**src/rtl/bf_io.sv**
```systemverilog
// Console I/O unit for the bf core: a TX FIFO carries "." bytes out to the host,
// and an RX FIFO carries host bytes in for ",". Both FIFOs are first-word-fall-through.
module bf_io #(
    parameter int DATA_WIDTH = 8,
    parameter int TX_AW      = 3,
    parameter int RX_AW      = 3
) (
    input  logic                  clk,
    input  logic                  resetq,
    input  logic                  io_wr,
    input  logic [DATA_WIDTH-1:0] io_dout,
    output logic                  io_out_full,
    output logic [DATA_WIDTH-1:0] io_din,
    output logic                  io_in_ready,
    input  logic                  io_in_ack,
    output logic                  tx_valid,
    output logic [DATA_WIDTH-1:0] tx_data,
    input  logic                  tx_ready,
    input  logic                  rx_valid,
    input  logic [DATA_WIDTH-1:0] rx_data,
    output logic                  rx_ready,
    output logic [TX_AW:0]        tx_count,
    output logic [RX_AW:0]        rx_count,
    output logic                  err_overflow,
    output logic                  err_underflow
);

    localparam int TX_DEPTH = 1 << TX_AW;
    localparam int RX_DEPTH = 1 << RX_AW;
    localparam logic [TX_AW:0] TX_FULL_CNT = {1'b1, {TX_AW{1'b0}}};
    localparam logic [RX_AW:0] RX_FULL_CNT = {1'b1, {RX_AW{1'b0}}};

    logic [TX_AW-1:0] tx_wp_q, tx_wp_d, tx_rp_q, tx_rp_d;
    logic [RX_AW-1:0] rx_wp_q, rx_wp_d, rx_rp_q, rx_rp_d;
    logic [TX_AW:0]   tx_cnt_q, tx_cnt_d;
    logic [RX_AW:0]   rx_cnt_q, rx_cnt_d;
    logic             err_ov_q, err_ov_d;
    logic             err_un_q, err_un_d;

    logic [DATA_WIDTH-1:0] tx_mem_q [TX_DEPTH];
    logic [DATA_WIDTH-1:0] rx_mem_q [RX_DEPTH];

    logic tx_full, rx_full, tx_push, tx_pop, rx_push, rx_pop;

    // Full is judged on registered occupancy, so a same-cycle pop never frees a slot.
    assign tx_full  = (tx_cnt_q == TX_FULL_CNT);
    assign rx_full  = (rx_cnt_q == RX_FULL_CNT);
    assign tx_valid    = (tx_cnt_q != '0);
    assign io_in_ready = (rx_cnt_q != '0);
    assign io_out_full = tx_full;
    assign rx_ready    = !rx_full;

    assign tx_push = io_wr & !tx_full;
    assign tx_pop  = tx_valid & tx_ready;
    assign rx_push = rx_valid & rx_ready;
    assign rx_pop  = io_in_ack & io_in_ready;

    assign tx_data       = tx_mem_q[tx_rp_q];
    assign io_din        = rx_mem_q[rx_rp_q];
    assign tx_count      = tx_cnt_q;
    assign rx_count      = rx_cnt_q;
    assign err_overflow  = err_ov_q;
    assign err_underflow = err_un_q;

    always_comb begin
        // NOTE: every _d gets its hold value first so no path leaves it unassigned (no latch).
        tx_wp_d  = tx_wp_q;
        tx_rp_d  = tx_rp_q;
        tx_cnt_d = tx_cnt_q;
        rx_wp_d  = rx_wp_q;
        rx_rp_d  = rx_rp_q;
        rx_cnt_d = rx_cnt_q;
        err_ov_d = err_ov_q | (io_wr & tx_full);
        err_un_d = err_un_q | (io_in_ack & !io_in_ready);

        if (tx_push) tx_wp_d = tx_wp_q + 1'b1;
        if (tx_pop)  tx_rp_d = tx_rp_q + 1'b1;
        case ({tx_push, tx_pop})
            2'b10:   tx_cnt_d = tx_cnt_q + 1'b1;
            2'b01:   tx_cnt_d = tx_cnt_q - 1'b1;
            default: tx_cnt_d = tx_cnt_q;
        endcase

        if (rx_push) rx_wp_d = rx_wp_q + 1'b1;
        if (rx_pop)  rx_rp_d = rx_rp_q + 1'b1;
        case ({rx_push, rx_pop})
            2'b10:   rx_cnt_d = rx_cnt_q + 1'b1;
            2'b01:   rx_cnt_d = rx_cnt_q - 1'b1;
            default: rx_cnt_d = rx_cnt_q;
        endcase
    end

    always_ff @(posedge clk) begin
        // NOTE: sequential state uses non-blocking assignments so all flops update together.
        if (!resetq) begin
            tx_wp_q  <= '0;
            tx_rp_q  <= '0;
            tx_cnt_q <= '0;
            rx_wp_q  <= '0;
            rx_rp_q  <= '0;
            rx_cnt_q <= '0;
            err_ov_q <= 1'b0;
            err_un_q <= 1'b0;
        end else begin
            tx_wp_q  <= tx_wp_d;
            tx_rp_q  <= tx_rp_d;
            tx_cnt_q <= tx_cnt_d;
            rx_wp_q  <= rx_wp_d;
            rx_rp_q  <= rx_rp_d;
            rx_cnt_q <= rx_cnt_d;
            err_ov_q <= err_ov_d;
            err_un_q <= err_un_d;
        end
    end

    // NOTE: storage is not reset; counts gate visibility, so stale contents are never observed.
    always_ff @(posedge clk) begin
        if (resetq && tx_push) tx_mem_q[tx_wp_q] <= io_dout;
        if (resetq && rx_push) rx_mem_q[rx_wp_q] <= rx_data;
    end

endmodule

```
**config.mk**
```make
export PLATFORM = sky130hd
export DESIGN_NAME = bf_io
export DESIGN_NICKNAME = d
export VERILOG_FILES = /design/src/rtl/bf_io.sv
export SDC_FILE = /design/constraint.sdc
export NUM_CORES = 1
export LEC_CHECK = 0
export CAP_MARGIN = 25
export CORE_MARGIN = 2
export CORE_UTILIZATION = 40
export CTS_CLUSTER_DIAMETER = 80
export CTS_CLUSTER_SIZE = 40
export DETAILED_ROUTE_END_ITERATION = 8
export PLACE_DENSITY = 0.67
export SLEW_MARGIN = 20
export SYNTH_ARGS = -nofsm -noshare
export SYNTH_HDL_FRONTEND = slang
export SYNTH_SLANG_ARGS = --single-unit
export TNS_END_PERCENT = 100
```
**constraint.sdc**
```tcl
create_clock -name clk -period 3.25 [get_ports clk]
set_input_delay 0.325 -clock clk [delete_from_list [all_inputs] [get_ports clk]]
set_output_delay 0.325 -clock clk [all_outputs]
set_load 0.1 [all_outputs]
```
After elaboration in Yosys (flattened, before gate mapping)
Memories as Yosys holds them, arrays and structs flattened. A register that Yosys moved wholly into a read port is not among the register bits.
Index checks and enable logic that the tools add are counted.

storage, ports and cells
  bits in writable memories = 128
  ROM bits = 0
  register bits = 22
  latch bits = 0
  word-level logic and storage cells = 51
  memories kept = 2

operators by class
  reduce and logical (&&, ||, !) cells = 9
  shift operators = 0
  divide/modulo/power cells = 0
  $lt $le $gt $ge = 0
  muxes and demuxes = 10
  equal/unequal tests = 6
  bitwise gates (word level) = 8
  multiply operators = 0
  add/subtract/negate cells = 8

memory list
  name      words  width  rd ports  clocked after memory_dff  write ports  RTL line  RTL
  rx_mem_q  8      8      1         1                         1            41        logic [DATA_WIDTH-1:0] rx_mem_q [RX_DEPTH];
  tx_mem_q  8      8      1         1                         1            40        logic [DATA_WIDTH-1:0] tx_mem_q [TX_DEPTH];

operator list
  operator                                                             count
  4-bit case mux with 2 select lines                                   2
  3-bit by 1-bit adder with 3-bit output (second input constant)       4
  3-bit two-way mux                                                    4
  4-bit by 1-bit adder with 4-bit output (second input constant)       2
  4-bit == test (second input constant)                                2
  4-bit nonzero test                                                   2
  4-bit by 1-bit subtractor with 4-bit output (second input constant)  2
  1-bit AND                                                            6
  2-bit by 1-bit == test with 1-bit output (second input constant)     2
  2-bit == test (second input constant)                                2
  1-bit two-way mux                                                    4
  2-bit nonzero test                                                   2
  1-bit logical NOT                                                    3
  1-bit logical AND                                                    2
  1-bit bitwise OR                                                     2

Longest topological paths before layout
Gate-level depths: netlist of the first run.

  word-level depth = 6
  gate-level depth with buffers = 11
  gate-level depth less buffers = 10

Least setup slack after synthesis of the first run
Ideal clock, no wire load.

  path kind = register -> register
  start point = reg rx_cnt_q[3] (netlist: rx_count[3])
  end point = reg rx_cnt_q[2] (netlist: rx_count[2])
  data required time = 3.174 ns
  library setup time = 0.076 ns
  buffers on the path = 1
  path slack = -0.258 ns
  stages on the path, launching flop included = 12
  arrival = 3.432 ns
  cell sequence = dfxtp_1 > or4b_4 > and2_4 > buf_6 > clkinv_4 > ha_1 > xor2_1 > ha_1 > a21oi_1 > xor2_1 > or3_2 > a21boi_0

between the ends
  cells in the longest elaborated chain, start to end = 5
  elaborated cells between the ends (all ways) = 9
  classes of those cells = 3 x eq/ne; 1 x mux; 2 x bitwise; 3 x reduce/logical

ends and longest elaborated chain
  what                                                                       RTL line  RTL
  from (decl)                                                                36        logic [RX_AW:0] rx_cnt_q, rx_cnt_d;
  from (signal assigned)                                                     110       rx_cnt_q <= rx_cnt_d;
  4-bit == test *                                                            47        assign rx_full = (rx_cnt_q == RX_FULL_CNT);
  1-bit logical NOT *                                                        51        assign rx_ready = !rx_full;
  named net rx_ready                                                         21        output logic rx_ready,
  1-bit AND *                                                                55        assign rx_push = rx_valid & rx_ready;
  2-bit by 1-bit == test with 1-bit output or 2-bit == test (tied branches)  86        case ({rx_push, rx_pop})
  4-bit case mux with 2 select lines or 2-bit nonzero test (tied branches)   -

The timed path passes the listed nets; every way through them passes the cells marked *.
A chain may end at the register's enable or synchronous reset.

Worst setup path in the final report of the first run
  start point = reg rx_cnt_q[2] (netlist: rx_count[2])
  end point = out io_in_ready

between the ends
  cells in the longest elaborated chain, start to end = 1

ends and longest elaborated chain
  what                RTL line  RTL
  4-bit nonzero test  49        assign io_in_ready = (rx_cnt_q != '0);
  to (decl)           14        output logic io_in_ready,

No other way between the ends.

==> qor.yml, run 1 <==
arrival_ns: 2.41
pwr-share-clk_pct: 28.0
min_path_type: "flip-flop to flip-flop"
mostFrequentLayoutCells: "edfxtp_1 (128), buf_4 (36), clkdlybuf4s50_1 (34)"
hold_depth: 1
path_cells: "or4_1 -> clkdlybuf4s50_1"
final_common_cell: "edfxtp_1"
antenna_found_initial: 0
crit_type: "flip-flop to output port"
rsz0062_at_grt: "no"
critical-path-slowest-cell: "clkdlybuf4s50_1"
via_per_inst: 5.042
route.detailed.drc: 0
num_antenna_cells: 0
p_int_mw: 4.111
ir_worst_vdd_mv: 0.7642
clk_latency_ns: 0.42
portBuffers: 51
fin_skew_ns: 0.005660
netlist_area_um2: 6300
rows: 45
synth_cell_types: 44
ctsHoldBuffers: 0
clock_path_buffers: 2
required_ns: 2.92
track_usage_pct: 14.10
dieHeight_um: 129.5
cts.htree.levels: 4
final_util_pct: 49.84
syn_inst: 346
multiInputGateArea_um2: 1759
ys.flop_type: "edfxtp_1"
ys_async_sr_fraction_pct: 0
min_period_ns: 2.735
reg2reg_depth: 10
cts_resized: 0
finalMaxSlewViolations: 0
clock_sinks: 156
layout_setup_ws_ns: 0.5150
die_area_um2: 16770
finalSetupViolations: 0
gp_congestion: 0.7034
cp-start-kind: "flip-flop"
slowest_delay_ns: 1.01
period_share_pct: 84.15
grt_pass1_wl_um: 17190
dp_slack_ns: 0.5661
cts_root_buf: "clkbuf_16"
grt_start_max_net_pins: 22
design_area_um2: 7634
num_vias: 3237
leakage_nw: 2.545
fmax_mhz: 365.6
worst_pin_slew_ns: 0.9866
seqPwrFrac_pct: 36.8
worst-path-buf-inv: 1
nets: 450
status: "completed"
cp_max_fo: 7
synth_seq_area_share_pct: 69.91
synth_nets: 378
cts_setup_buffers: 0
ys_ff_latch: 156
final.setup.tns_ns: 0
dr.pass1.iters: 6
ant_nets: 0
routed_wl_um: 10890
switching_share_pct: 37.81
power_density_nw_per_um2: 866.0
yosysWarnings: 0
clkTransAtPathRegs_ns: 0.06
placedInstanceArea_um2: 7071
core_area_um2: 15310
numCtsBuffers: 17
area_delta_synth_final_pct: 21.17
tritoncts: "yes"
relSlewSlack_pct: 34.02
drive_above_1_share_pct: 30.63
pin_count: 52
regArea_um2: 4409
cp_num_cells: 2
end_kind: "output port"
maxCapViolCount: 0
hold_viol_final: 0
synth_edf_count: 128
overflow: 0
avgRoutedWirePerCell_um: 16.96
critPathTopFamily: "buffers and inverters"
initial_core_util_pct: 41.14
netSwitchingPower_mw: 2.499
grt_pass1_vias: 3290
place_hpwl_um: 6867
syn-mean-instance-area_um2: 18.21
die_width_um: 129.5
drt_iter0_drc: 199
p_comb_share_pct: 35.2
fillers: 1302
==> final timing paths <==
check | from | endpoint | slack (ns)
worst max-delay path | rx_count[2]$_SDFFE_PN0P_ | io_in_ready | 0.52
worst min-delay path | err_underflow$_SDFF_PN0_ | err_underflow$_SDFF_PN0_ | 0.47
worst max register to register | rx_count[2]$_SDFFE_PN0P_ | rx_count[2]$_SDFFE_PN0P_ | 0.55
worst min register to register | err_underflow$_SDFF_PN0_ | err_underflow$_SDFF_PN0_ | 0.47
==> sequential cells by signal, indices dropped and copies added, names as in the netlist, named ones only <==
register	cells
rx_rp_q	3
tx_rp_q	3
tx_wp_q	3
tx_mem_q	64
rx_mem_q	64
err_underflow	1
rx_wp_q	3
err_overflow	1
tx_count	4
rx_count	4
==> worst reg2reg max path: stages (launching register included) <==
cell and delay [ns]:
dfxtp_2 0.35, or4_1 0.63, nand2_2 0.15, inv_1 0.06, ha_1 0.25, xor2_1 0.17, ha_1 0.19, a21oi_1 0.16
xor2_1 0.11, or3_2 0.41, a21boi_0 0.16
==> cell usage after synthesis, types with 2 or more instances <==
cell type | number | area (µm²)
mux4_2 | 32 | 720.7
edfxtp_1 | 128 | 3844
mux2_2 | 16 | 180.2
nor2_1 | 5 | 18.77
xnor2_1 | 9 | 78.83
nand3_1 | 8 | 40.04
nor3_1 | 8 | 40.04
nand2_2 | 2 | 12.51
dfxtp_1 | 28 | 560.5
buf_6 | 3 | 33.78
buf_4 | 5 | 37.54
a21boi_0 | 4 | 30.03
nand2b_1 | 4 | 25.02
nand2_1 | 13 | 48.80
xor2_1 | 4 | 35.03
ha_1 | 10 | 125.1
a21oi_1 | 4 | 20.02
inv_1 | 5 | 18.77
nor2b_1 | 3 | 18.77
or4b_4 | 2 | 27.53
mux2i_1 | 6 | 60.06
nor4bb_1 | 2 | 20.02
clkbuf_1 | 2 | 7.510
o21ai_0 | 4 | 20.02
buf_2 | 3 | 15.01
and2_1 | 11 | 68.82
buf_1 | 4 | 15.01
nor4_1 | 5 | 31.28
==> stage by stage <==
step | power, mW | std cells | hold WS [ns]
final | 6.611 | 642 | 0.4701
after global routing | 6.870 | 642 | 0.5190
after CTS | 6.677 | 642 | 0.4751
after detailed placement | 4.817 | 610 | 0.4562
after global placement | 4.785 | 610 | 0.4534
after floorplan | 4.382 | 346 | 0.4239
==> power by group through the flow <==
| stage | sequential, mW | clock, mW | combinational [mW] |
|---|---|---|---|
| detailed placement | 2.48 | 0 | 2.34 |
| CTS | 2.43 | 1.89 | 2.35 |
| floorplan | 2.73 | 0 | 1.66 |
| finish | 2.43 | 1.85 | 2.33 |
| global placement | 2.46 | 0 | 2.32 |
| global route | 2.45 | 1.97 | 2.45 |
==> metal layers <==
layer | track usage [%] | vias up | share of wire (%) | wire [µm]
li1 | - | 1515 | - | -
met1 | 18.22 | 1639 | 46 | 4999
met2 | 22.54 | 67 | 48 | 5223
met3 | 3.303 | 16 | 4.0 | 440
met4 | 7.021 | 0 | 2.0 | 223
met5 | 0 | - | 0 | 0
==> cell families after synthesis <==
family	synth area share (%)
multiplexers	15.25
buffers and inverters	2.165
AO/OA/AOI/OAI	1.788
flip-flops	69.91
XOR/XNOR	1.807
AND/OR/NAND/NOR	7.091
adder cells (fa/ha/maj)	1.986
==> final cells by class <==
class	instances	area share (%)
flip-flops and latches	156	57.76
multi-input cells	167	23.05
repair buffers	70	7.999
clock buffers	17	5.573
well taps	211	3.458
clock inverters	15	1.803
inverters	6	0.3606
(Power assumes the default switching activity.)
==> run 2, diff against run 1 <==
clock period = 2.7 ns   (was 3.25 ns; I/O delays follow)
==> run 2 against run 1 <==
Net effect: final cell count grew 0.31%; worst setup slack got worse by 0.33 ns; first-iteration DRC count increased by 36%; wire length rose by 3.0%; combinational power increased by 34%; via count shrank 1.9%; largest cell class unchanged; hold slack improved by 0.018 ns.
==> qor.yml, run 2 (synthesized netlist as in run 1, its figures left out) <==
worst-path-buf-inv: 1
die_area_um2: 16770
place_hpwl_um: 7208
seqPwrFrac_pct: 35.4
num_vias: 3175
cp_common_cell: "xor2_1"
path_cells: "or4_1 -> nand2_2 -> inv_1 -> ha_4 -> xor2_1 -> ha_2 -> a21oi_2 -> xor2_1 -> or3_4 -> a21boi_1"
regArea_um2: 4432
drt_iter0_drc: 271
rows: 45
route.detailed.drc: 0
gp_congestion: 0.7765
dr.pass1.iters: 4
antenna_found_initial: 0
finalPower_mw: 8.239
maxCapViolCount: 0
critical-path-slowest-cell: "or4_1"
dieHeight_um: 129.5
fillers: 1263
clk_latency_ns: 0.41
crit_type: "flip-flop to flip-flop"
relSlewSlack_pct: 64.79
ant_nets: 0
track_usage_pct: 14.68
cts_setup_buffers: 0
multiInputGateArea_um2: 1792
netSwitchingPower_mw: 3.122
finalSetupViolations: 0
leakage_nw: 2.657
required_ns: 3.04
pin_count: 52
p_comb_share_pct: 37.9
power_density_nw_per_um2: 1048
cts_resized: 0
tritoncts: "yes"
finalMaxSlewViolations: 0
min_path_type: "flip-flop to flip-flop"
p_int_mw: 5.117
ir_worst_vdd_mv: 1.184
initial_core_util_pct: 41.14
grt_start_max_net_pins: 32
slowest_delay_ns: 0.64
cts_root_buf: "clkbuf_16"
avgRoutedWirePerCell_um: 17.42
via_per_inst: 4.930
switching_share_pct: 37.89
drive_above_1_share_pct: 36.03
fin_skew_ns: 0.007264
fmax_mhz: 398.4
cp-start-kind: "flip-flop"
grt_pass1_wl_um: 17900
die_width_um: 129.5
final_cells: 644
grt_pass1_vias: 3399
min_period_ns: 2.510
layout_setup_ws_ns: 0.1898
end_kind: "flip-flop"
overflow: 0
cts.htree.levels: 4
hold_viol_final: 0
clock_path_buffers: 2
numCtsBuffers: 17
biggestRegsByFlops: "rx_mem_q (64), tx_mem_q (64)"
clock_sinks: 156
nets: 452
ctsHoldBuffers: 0
final.setup.tns_ns: 0
pwr-share-clk_pct: 26.7
arrival_ns: 2.85
rsz0062_at_grt: "no"
worst_pin_slew_ns: 0.5275
dp_slack_ns: 0.1909
final_common_cell: "edfxtp_1"
area_delta_synth_final_pct: 24.81
mostFrequentLayoutCells: "edfxtp_1 (128), buf_4 (35), mux4_2 (32)"
portBuffers: 51
core_area_um2: 15310
cp_max_fo: 7
num_antenna_cells: 0
period_share_pct: 92.97
dp.cells: 612
final_util_pct: 51.34
clkTransAtPathRegs_ns: 0.06
critPathTopFamily: "simple AND/OR/NAND/NOR gates"
status: "completed"
routed_wl_um: 11220
run 2: routing by layer:
layer  global-route usage (%)  vias up  wire length, µm
li1                         -     1513                -
met4                    5.882        0              142
met3                    4.129       10              390
met1                    18.59     1592             5020
met5                        0        -                0
met2                    24.06       60             5663
run 2: worst reg2reg max path: stages (launching register included):
cell and delay (ns):
dfxtp_4 0.37, or4_1 0.64, nand2_2 0.14, inv_1 0.09, ha_4 0.19, xor2_1 0.16, ha_2 0.20, a21oi_2 0.04
xor2_1 0.16, or3_4 0.32, a21boi_1 0.13
run 2: area by class of cell:
type	count	area share, %
Clock buffer	17	5.411
Clock inverter	15	1.639
Inverter	6	0.3501
Multi-Input combinational cell	167	22.79
Sequential cell	156	56.37
Tap cell	211	3.358
Timing Repair Buffer	72	10.09
run 2: stage by stage:
| stage | hold slack [ns] | instance area, µm² |
|---|---|---|
| floorplan | 0.3689 | 6362 |
| global placement | 0.4561 | 7308 |
| detailed placement | 0.4758 | 7308 |
| CTS | 0.4921 | 7863 |
| global route | 0.5060 | 7863 |
| finish | 0.4884 | 7863 |
run 2: path summary, 6_finish.rpt:
check                           start                        to  slack [ns]  cells after the start
max reg2reg  rx_count[2]$_SDFFE_PN0P_  rx_count[2]$_SDFFE_PN0P_        0.19                     10
max          rx_count[2]$_SDFFE_PN0P_  rx_count[2]$_SDFFE_PN0P_        0.19                     10
min reg2reg  tx_count[3]$_SDFFE_PN0P_  tx_count[3]$_SDFFE_PN0P_        0.49                      2
min          tx_count[3]$_SDFFE_PN0P_  tx_count[3]$_SDFFE_PN0P_        0.49                      2
run 2: power groups by stage:
stage / clock network [mW] / logic (mW) / registers [mW]
5_1_grt: 2.36 / 3.30 / 2.94
3_3_place_gp: 0 / 3.12 / 2.95
2_1_floorplan: 0 / 2.04 / 3.30
3_5_place_dp: 0 / 3.15 / 2.97
6_report: 2.20 / 3.12 / 2.92
4_1_cts: 2.26 / 3.16 / 2.92
==> run 3, diff against run 2 <==
CTS_CLUSTER_SIZE = unset   (was 40)
==> results of run 3 <==
No change in the layout: final DEF, timing and power equal those of run 2.
